--- config.mk ---
export PLATFORM = sky130hd
export DESIGN_NAME = vlt_sq_accum
export DESIGN_NICKNAME = d
export VERILOG_FILES = /design/src/rtl/vlt_sq_accum.sv
export SDC_FILE = /design/constraint.sdc
export NUM_CORES = 1
export LEC_CHECK = 0
export CORE_MARGIN = 5
export CORE_UTILIZATION = 66
export DETAILED_ROUTE_END_ITERATION = 16
export DONT_BUFFER_PORTS = 1
export PLACE_DENSITY = 0.82
export SYNTH_ARGS = -nofsm -noshare
export SYNTH_HDL_FRONTEND = slang
export SYNTH_SLANG_ARGS = --single-unit
--- constraint.sdc ---
create_clock -name clk_i -period 12.25 [get_ports clk_i]
set_clock_uncertainty 0.2 [all_clocks]
set_input_delay 0 -clock clk_i [delete_from_list [all_inputs] [get_ports clk_i]]
set_output_delay 0 -clock clk_i [all_outputs]
set_load 0.005 [all_outputs]
--- src/rtl/vlt_sq_accum.sv ---
// Store-retire vulnerability accumulator.
// Records are queued in a 4-entry FIFO. The head is weighted by two opcode-selected
// shifts, staged for one cycle, and then summed into saturating accumulators.
// A RUN/DRAIN/DONE FSM implements the flush handshake.
module vlt_sq_accum (
  input  logic        clk_i,
  input  logic        reset_i,
  input  logic        in_valid_i,
  output logic        in_ready_o,
  input  logic [8:0]  opcode_i,
  input  logic        important_i,
  input  logic [9:0]  start_ts_i,
  input  logic [9:0]  end_ts_i,
  input  logic        hold_i,
  input  logic        clear_i,
  input  logic        flush_i,
  output logic [31:0] accum_o,
  output logic [15:0] count_o,
  output logic        busy_o,
  output logic        done_o
);

  typedef struct packed {
    logic [8:0] opcode;
    logic       important;
    logic [9:0] start_ts;
    logic [9:0] end_ts;
  } rec_t;

  typedef enum logic [1:0] {RUN, DRAIN, DONE} state_t;

  state_t      state, state_nxt;
  rec_t        fifo_q [4];
  logic [1:0]  rd_ptr, wr_ptr;
  logic [2:0]  fcnt;
  logic        push, pop;
  logic        stg_vld;
  logic [17:0] stg_contrib;
  rec_t        head;
  logic [9:0]  dur;
  logic [2:0]  s1, s2;
  logic        sv;
  logic [17:0] contrib;
  logic [32:0] sum;

  assign head       = fifo_q[rd_ptr];
  assign in_ready_o = (fcnt != 3'd4) && (state == RUN);
  assign push       = in_valid_i && in_ready_o;
  assign pop        = (fcnt != 3'd0) && !hold_i;
  assign busy_o     = (fcnt != 3'd0) || stg_vld;
  assign sum        = {1'b0, accum_o} + {15'd0, stg_contrib};

  // Weight the FIFO head: modular duration, shifted by the opcode-selected pair.
  always_comb begin
    dur = head.end_ts - head.start_ts;
    sv  = 1'b0;
    s1  = 3'd6;
    s2  = 3'd3;
    case (head.opcode)
      9'd15, 9'd8, 9'd7, 9'd16: begin
        sv = 1'b1;
        if (head.important) s2 = 3'd5;
      end
      9'd6: begin
        sv = 1'b1;
        if (head.important) s2 = 3'd4;
      end
      9'd18, 9'd21, 9'd23, 9'd17, 9'd10: begin
        sv = 1'b1;
        if (head.important) s1 = 3'd7;
      end
      default: sv = 1'b0;
    endcase
    contrib = sv ? (({8'd0, dur} << s1) + ({8'd0, dur} << s2)) : 18'd0;
  end

  // FIFO storage. Contents need no reset because the pointers and count qualify them.
  always_ff @(posedge clk_i) begin
    if (push) fifo_q[wr_ptr] <= '{opcode_i, important_i, start_ts_i, end_ts_i};
  end

  // FIFO pointers and count. Push and pop may occur in the same cycle.
  always_ff @(posedge clk_i) begin
    if (reset_i) begin
      rd_ptr <= '0;
      wr_ptr <= '0;
      fcnt   <= '0;
    end else begin
      if (push) wr_ptr <= wr_ptr + 2'd1;
      if (pop)  rd_ptr <= rd_ptr + 2'd1;
      fcnt <= fcnt + {2'd0, push} - {2'd0, pop};
    end
  end

  // Stage register. It holds exactly one popped contribution for one cycle.
  always_ff @(posedge clk_i) begin
    if (reset_i) begin
      stg_vld     <= 1'b0;
      stg_contrib <= '0;
    end else begin
      stg_vld <= pop;
      if (pop) stg_contrib <= contrib;
    end
  end

  // Saturating accumulators. A clear wins over a coincident staged record and discards it.
  always_ff @(posedge clk_i) begin
    if (reset_i || clear_i) begin
      accum_o <= '0;
      count_o <= '0;
    end else if (stg_vld) begin
      accum_o <= sum[32] ? 32'hFFFF_FFFF : sum[31:0];
      if (count_o != 16'hFFFF) count_o <= count_o + 16'd1;
    end
  end

  // FSM state register.
  always_ff @(posedge clk_i) begin
    if (reset_i) state <= RUN;
    else         state <= state_nxt;
  end

  // Flush sequencing. DRAIN waits for the FIFO and stage to be empty; DONE lasts one cycle.
  always_comb begin
    state_nxt = state;
    done_o    = 1'b0;
    case (state)
      RUN:     if (flush_i) state_nxt = DRAIN;
      DRAIN:   if (fcnt == 3'd0 && !stg_vld) state_nxt = DONE;
      DONE: begin
        done_o    = 1'b1;
        state_nxt = RUN;
      end
      default: state_nxt = RUN;
    endcase
  end

endmodule
==> flow_metrics.tcl, run 1 <==
set metrics [dict create \
    max_slew.worst_pin.slew_ns 1.15 \
    ff2ff_path_depth 22 \
    synth_ff_type "edfxtp_1" \
    cp_max_fo 27 \
    dr_wl_met2_um 10400 \
    crit_arrival_ns 5.72 \
    num-nets-final 857 \
    drc 0 \
    wl_met3_um 1130 \
    max_cap_violations 0 \
    die_height_um 129 \
    synth_compound_area_share_pct 11.7 \
    drive_gt1_share_pct 10.4 \
    diodes 0 \
    path_clk_slew_ns 0.07 \
    synth_simple_gate_area_share_pct 9.68 \
    timing.critical_path.cells "buf_4, mux4_2, inv_1, ha_1, inv_1, fa_1, a21o_1, a21oi_1, o211ai_1, a21o_1, a21oi_1, xor2_1, mux2_2, mux2i_1, ha_1, nand2_1, o21ai_0, nor4_1, o41ai_1, a21oi_1, xnor2_1, a22o_1" \
    synth_adder_area_share_pct 6.90 \
    place_congestion 0.916 \
    hold_path.startpoint "hold_i" \
    wl_met1_um 7680 \
    r2r_slack_ns 6.66 \
    dieArea_mm2 0.0166 \
    crit_path_frequent_cell "a21oi_1" \
    crit_required_ns 12.38 \
    cts-root-buf "clkbuf_16" \
    critPathCaptureType "flop" \
    cts_max_level 4 \
    start_util_pct 67.1 \
    synthCells 739 \
    seq_area_frac_synth_pct 55.4 \
    top_layer "met4" \
    avgSynthCellArea_um2 12.6 \
    post_cts_buffers 0 \
    setup.worst_path.end "stg_contrib[16]" \
    hold_ws_ns 0.0620 \
    pre_cts_slack_ns 6.72 \
    num_rows 43 \
    worst_path_largest_cell_delay_ns 0.56 \
    max_slew_margin_pct 22.8 \
    synth-seq-cells 198 \
    fmax_ghz 0.179 \
    ios 87 \
    ir_drop_mv 0.207 \
    hold_path_class "in -> reg" \
    numCtsBuffers 17 \
    crit_type "reg -> reg" \
    postLayoutSetupSlackWorst_ns 6.66 \
    syn_to_final_growth_pct 11.4 \
    cts_buffer_depth 2 \
    viasPerCell 6.32 \
    vias 6095 \
    worstReg2RegEnd "stg_contrib[16]" \
    synth_top_family_by_area "compound AO/OA/AOI/OAI gates" \
    grt_overflow 0 \
    cp-start-kind "flop" \
    status "finished, final reports clean" \
    finalMaxSlewViolations 0 \
    cts_sinks 198 \
    grt_pass1_vias 6271 \
    final-hold-violation-count 0 \
    setup_viol 0 \
    synth_xor_area_share_pct 5.45 \
    cts_tree "yes" \
    tns_ns 0 \
    dp_hpwl_um 12500 \
    muxShareOfSynthArea_pct 8.49 \
    grt_pass1_wl_um 31800 \
    wirelength_um 19500 \
    core_area_mm2 0.0139 \
    track_usage_pct 24.6 \
    yosysWarnings 0 \
    p_per_area_mw_per_mm2 261 \
    firstDrtPassIters 5 \
    min_period_ns 5.59 \
    layout_common_cells "120 x edfxtp_1, 77 x dfxtp_1, 53 x a21oi_1, 45 x ha_1, 43 x nor2_1" \
    clk_latency_ns 0.44 \
    synth-edff-count 120 \
    rsz0062_at_grt "false" \
    ys_types 69 \
    grt_max_degree 31 \
    ant_nets 0 \
    final_common_cell "edfxtp_1" \
    portBuffers 0 \
    drt_iter0_drc 459 \
    postSynth.asyncResetShare_pct 0 \
    critPathSlowestCell "mux4_2" \
    cellLeakagePower_nw 3.78 \
    antenna_found_initial 0 \
    drt-wirelength-per-cell_um 20.2 \
    syn_area_mm2 0.00932 \
    fp.dieW_um 129 \
    fin_crit_sh_pct 45.7 \
]
report_power, final:
| part | internal [mW] | switching [mW] |
|---|---|---|
| Sequential | 0.771 | 0.0340 |
| Combinational | 0.581 | 0.783 |
| Clock | 0.272 | 0.270 |
| Total | 1.62 | 1.09 |
synth_stat cells (3+ instances only):
| cell | count | area, um^2 |
|---|---|---|
| a211o_1 | 3 | 26.3 |
| a211oi_1 | 4 | 30.0 |
| a21o_1 | 10 | 75.1 |
| a21oi_1 | 53 | 265 |
| a22o_1 | 12 | 105 |
| a31oi_1 | 5 | 31.3 |
| a31oi_4 | 3 | 63.8 |
| and2_1 | 6 | 37.5 |
| and3_1 | 10 | 62.6 |
| buf_2 | 10 | 50.1 |
| clkbuf_1 | 10 | 37.5 |
| dfxtp_1 | 78 | 1560 |
| edfxtp_1 | 120 | 3600 |
| fa_1 | 4 | 80.1 |
| ha_1 | 45 | 563 |
| inv_1 | 26 | 97.6 |
| mux2i_1 | 16 | 160 |
| mux4_2 | 27 | 608 |
| nand2_1 | 42 | 158 |
| nand2b_1 | 5 | 31.3 |
| nand3_1 | 13 | 65.1 |
| nand3b_1 | 4 | 30.0 |
| nand4_1 | 3 | 18.8 |
| nor2_1 | 43 | 161 |
| nor2b_1 | 8 | 50.1 |
| nor3_1 | 13 | 65.1 |
| nor3b_1 | 3 | 22.5 |
| nor4_1 | 6 | 37.5 |
| o211ai_1 | 4 | 30.0 |
| o21a_1 | 3 | 22.5 |
| o21ai_0 | 36 | 180 |
| o21ai_1 | 4 | 20.0 |
| o31a_1 | 3 | 26.3 |
| or2_2 | 4 | 25.0 |
| or3_1 | 5 | 31.3 |
| xnor2_1 | 33 | 289 |
| xor2_1 | 25 | 219 |
metal layers:
| layer | vias up | global-route usage [%] |
|---|---|---|
| met3 | 28 | 5.52 |
| met5 | - | 0 |
| li1 | 2848 | - |
| met2 | 207 | 44.6 |
| met4 | 0 | 8.34 |
| met1 | 3012 | 28.8 |
how the worst min path moves through the flow:
stage,endpoint,slack (ns),cells past startpoint
floorplan,state[0],-0.12,1
global placement,fcnt[1],-0.13,1
detailed placement,wr_ptr[1],-0.13,1
CTS,fifo_q[1][15],0.04,1
global route,stg_vld,0.08,2
finish,stg_vld,0.06,2
worst max-delay path: cells and delay by family, from the launching register on:
family,cells,cell delay (ns)
fa+ha+maj,3,0.94
simple gates,2,0.17
mux,3,0.87
flops,1,0.31
xor+xnor,2,0.51
compound gates,9,1.91
buf+inv,3,0.57
layout make-up:
class | instances | area [um^2]
well taps | 180 | 225
fillers | 861 | 3500
clock buffers | 17 | 425
flip-flops and latches | 198 | 5170
repair buffers | 37 | 365
inverters | 26 | 97.6
clock inverters | 15 | 154
multi-input cells | 492 | 3950
through the flow:
stage | util (%) | instance area, um^2 | cells | power, mW
finish | 74.8 | 10400 | 965 | 2.71
detailed placement | 68.1 | 9450 | 898 | 2.13
global placement | 68.1 | 9450 | 898 | 2.06
floorplan | - | 9320 | 740 | 1.87
CTS | 74.8 | 10400 | 965 | 2.69
global route | 74.8 | 10400 | 965 | 2.89
sequential cells by signal, summed over array words and instances (netlist names), named ones only:
signal / cells
fcnt: 3
stg_contrib: 18
count_o: 16
wr_ptr: 2
fifo_q: 120
state: 2
accum_o: 32
stg_vld: 1
rd_ptr: 2
cell families after synthesis:
family / Yosys count
other: 1
DFF: 198
xor gates and xnor gates: 58
buffers and inverters: 50
and+or+nand+nor: 177
AOI/OAI and AO/OA: 161
adders and majority gates: 49
muxes: 45
timing repair:
item,4_1_cts,5_1_grt
endpoints found under the hold margin,198,0
resized for setup,0,0
hold buffers,35,0
Note: power is estimated with default switching activity, not from simulation.
==> inputs of run 2 (changes only) <==
Settings changed: ABC_AREA set to 1, CORE_UTILIZATION 66 to 58, PLACE_DENSITY 0.82 to 0.76.
Clock period 12.25 ns to 4.55 ns, I/O delays scaled along.
==> run 2 against run 1 <==
Net effect: register-to-register slack got worse by 6.3 ns; clock-buffer cell count unchanged; worst hold slack improved by 0.013 ns; first-iteration DRC count decreased by 8.7%; sequential cell count unchanged; utilization decreased by 9.0 points; sequential power increased to 2.7 times the previous value; largest cell class unchanged; clock power increased to 2.9 times the previous value; combinational power increased to 2.9 times the previous value.
==> flow_metrics.tcl, run 2 <==
set metrics [dict create \
    tns_ns 0 \
    num-nets-final 1312 \
    cp_max_fo 25 \
    finalMaxSlewViolations 0 \
    final-hold-violation-count 0 \
    synth_xor_area_share_pct 2.35 \
    antenna_found_initial 0 \
    max_slew_margin_pct 47.0 \
    p_per_area_mw_per_mm2 649 \
    synth_simple_gate_area_share_pct 22.1 \
    synth_adder_area_share_pct 6.15 \
    muxShareOfSynthArea_pct 0 \
    portBuffers 0 \
    critPathSlowestCell "fa_1" \
    critPathCaptureType "flop" \
    firstDrtPassIters 4 \
    worst_path_largest_cell_delay_ns 0.40 \
    crit_type "reg -> reg" \
    max_cap_violations 0 \
    ant_nets 0 \
    hold_path_class "in -> reg" \
    rsz0062_at_grt "false" \
    min_period_ns 4.24 \
    track_usage_pct 21.2 \
    die_height_um 144 \
    place_congestion 0.897 \
    max_slew.worst_pin.slew_ns 0.795 \
    yosys.area.top_type "edfxtp_1" \
    hold_path.startpoint "start_ts_i[7]" \
    syn_area_mm2 0.0105 \
    final_common_cell "nand2_1" \
    seq_area_frac_synth_pct 49.4 \
    ir_drop_mv 0.616 \
    yosysWarnings 0 \
    cts-root-buf "clkbuf_16" \
    yosysMostFrequentCell "nand2_1" \
    num_rows 49 \
    layout_common_cells "250 x nand2_1, 120 x edfxtp_1, 105 x nor2_1, 104 x inv_1, 93 x a21oi_1" \
    fp.dieW_um 144 \
    synth.area.top_cells "edfxtp_1 34%, dfxtp_1 15%, nand2_1 9.0%" \
    drt-wirelength-per-cell_um 14.8 \
    drive_gt1_share_pct 10.0 \
    core_area_mm2 0.0178 \
    ys_types 54 \
    synth-edff-count 120 \
    dp_hpwl_um 15200 \
    drc 0 \
    cts_buffer_depth 2 \
    crit_required_ns 4.66 \
    fin_util_pct 65.8 \
    synth_compound_area_share_pct 13.7 \
    numCtsBuffers 17 \
    path_clk_slew_ns 0.07 \
    drt_iter0_drc 419 \
    synthTopCellsByCount "251 x nand2_1, 120 x edfxtp_1, 112 x nor2_1" \
    cts_sinks 198 \
    reg_top3 "fifo_q (120), accum_o (32), stg_contrib (18)" \
    crit_arrival_ns 4.35 \
    diodes 0 \
    ios 87 \
    clk_latency_ns 0.43 \
    viasPerCell 5.53 \
    grt_pass1_wl_um 35800 \
    largest_reg_flops 120 \
    grt_pass1_vias 7729 \
    design_area_mm2 0.0117 \
    setup_viol 0 \
    vias 8121 \
    timing.critical_path.cells "buf_8, a21oi_1, a32o_1, ha_1, inv_1, fa_1, nand3_1, nand2_2, nand2_1, o311ai_0, xnor2_1, o21ai_1, nand2_1, o21ai_0, ha_1, inv_1, nor3_2, a21o_1, a21boi_0, or2_2, nand4_2, a21oi_2" \
    grt_max_degree 41 \
    cellLeakagePower_nw 4.49 \
    wirelength_um 21800 \
    grt_overflow 0 \
    fmax_ghz 0.236 \
    start_util_pct 58.6 \
    dieArea_mm2 0.0208 \
    synthCells 1192 \
    avgSynthCellArea_um2 8.77 \
    syn_to_final_growth_pct 12.4 \
    synth_ff_type "edfxtp_1" \
    postSynth.asyncResetShare_pct 0 \
    status "finished, final reports clean" \
    cts_tree "yes" \
    regMostFlops "fifo_q" \
    cp-start-kind "flop" \
    synth_top_family_by_area "simple AND/OR/NAND/NOR gates" \
    cts_max_level 4 \
    fin_crit_sh_pct 93.1 \
    synth_top_area_share_pct 34.5 \
    post_dp_cell_area_mm2 0.0107 \
    synth-seq-cells 198 \
]
-- run 2: cell types whose count changed in the layout (fill, tap and decap cells not counted), moves of 14 or more --
cell	previous run	this run
mux4_2	27	0
nand4_1	3	17
o21ai_0	36	79
nand2_1	42	250
nand3_1	13	55
mux2i_1	16	0
xnor2_1	33	12
inv_1	26	104
a21oi_1	53	93
nor2_1	43	105
-- run 2: area by class of cell --
cell class	instances	area (um^2)
clock buffer	17	425
clock inverter	14	189
inverter	114	435
multi-input combinational	841	4690
tap	229	287
sequential	198	5170
timing repair buffer	55	542
fill	1459	6100
-- run 2: worst paths after layout --
path,end,slack [ns],cells past startpoint
min,fifo_q[1][17],0.07,1
max reg2reg,stg_contrib[15],0.31,22
max,stg_contrib[15],0.31,22
min reg2reg,stg_contrib[0],0.27,2
-- run 2: logic make-up (layout without fill, tap and decap cells) --
group / count (synthesis) / count (layout)
compound gates: 250 / 250
flops: 198 / 198
xor+xnor: 28 / 28
buf+inv: 154 / 200
other cells: 1 / 2
simple gates: 512 / 512
fa+ha+maj: 49 / 49
-- run 2: through the flow --
step / hold slack [ns] / setup slack, ns / cells / power [mW]
after floorplan: -0.101 / 0.144 / 1193 / 5.19
after global placement: -0.128 / 0.356 / 1400 / 5.79
after detailed placement: -0.127 / 0.268 / 1400 / 5.83
after CTS: 0.0480 / 0.0707 / 1468 / 7.47
after global routing: 0.0590 / 0.00516 / 1468 / 8.29
final: 0.0750 / 0.312 / 1468 / 7.62
-- run 2: critical path: cells and delay by family, from the launching register on --
family	cells	cell delay, ns
adders and majority gates	3	0.91
and+or+nand+nor	7	0.96
xor gates and xnor gates	1	0.32
DFF	1	0.38
AOI/OAI and AO/OA	8	1.04
buffers and inverters	3	0.33
-- run 2: power by group --
| group | leakage, nW | total [mW] | internal (mW) | switching, mW |
|---|---|---|---|---|
| registers | 1.73 | 2.16 | 2.08 | 0.0742 |
| clock network | 0.299 | 1.55 | 0.879 | 0.675 |
| logic | 2.47 | 3.91 | 1.46 | 2.44 |
| total | 4.49 | 7.62 | 4.42 | 3.19 |
-- run 2: routing by layer --
layer / up-vias / track usage (%) / part of all wire (%)
li1: 4156 / - / -
met1: 3733 / 26.7 / 45
met2: 201 / 36.9 / 48
met3: 31 / 4.33 / 5.1
met4: 0 / 6.68 / 1.9
met5: - / 0 / 0
-- run 2: timing repair --
action,4_1_cts,5_1_grt
setup endpoints to repair,0,8
buffers inserted,0,0
resized for setup,0,24
hold buffers,37,0
endpoints found under the hold margin,193,0
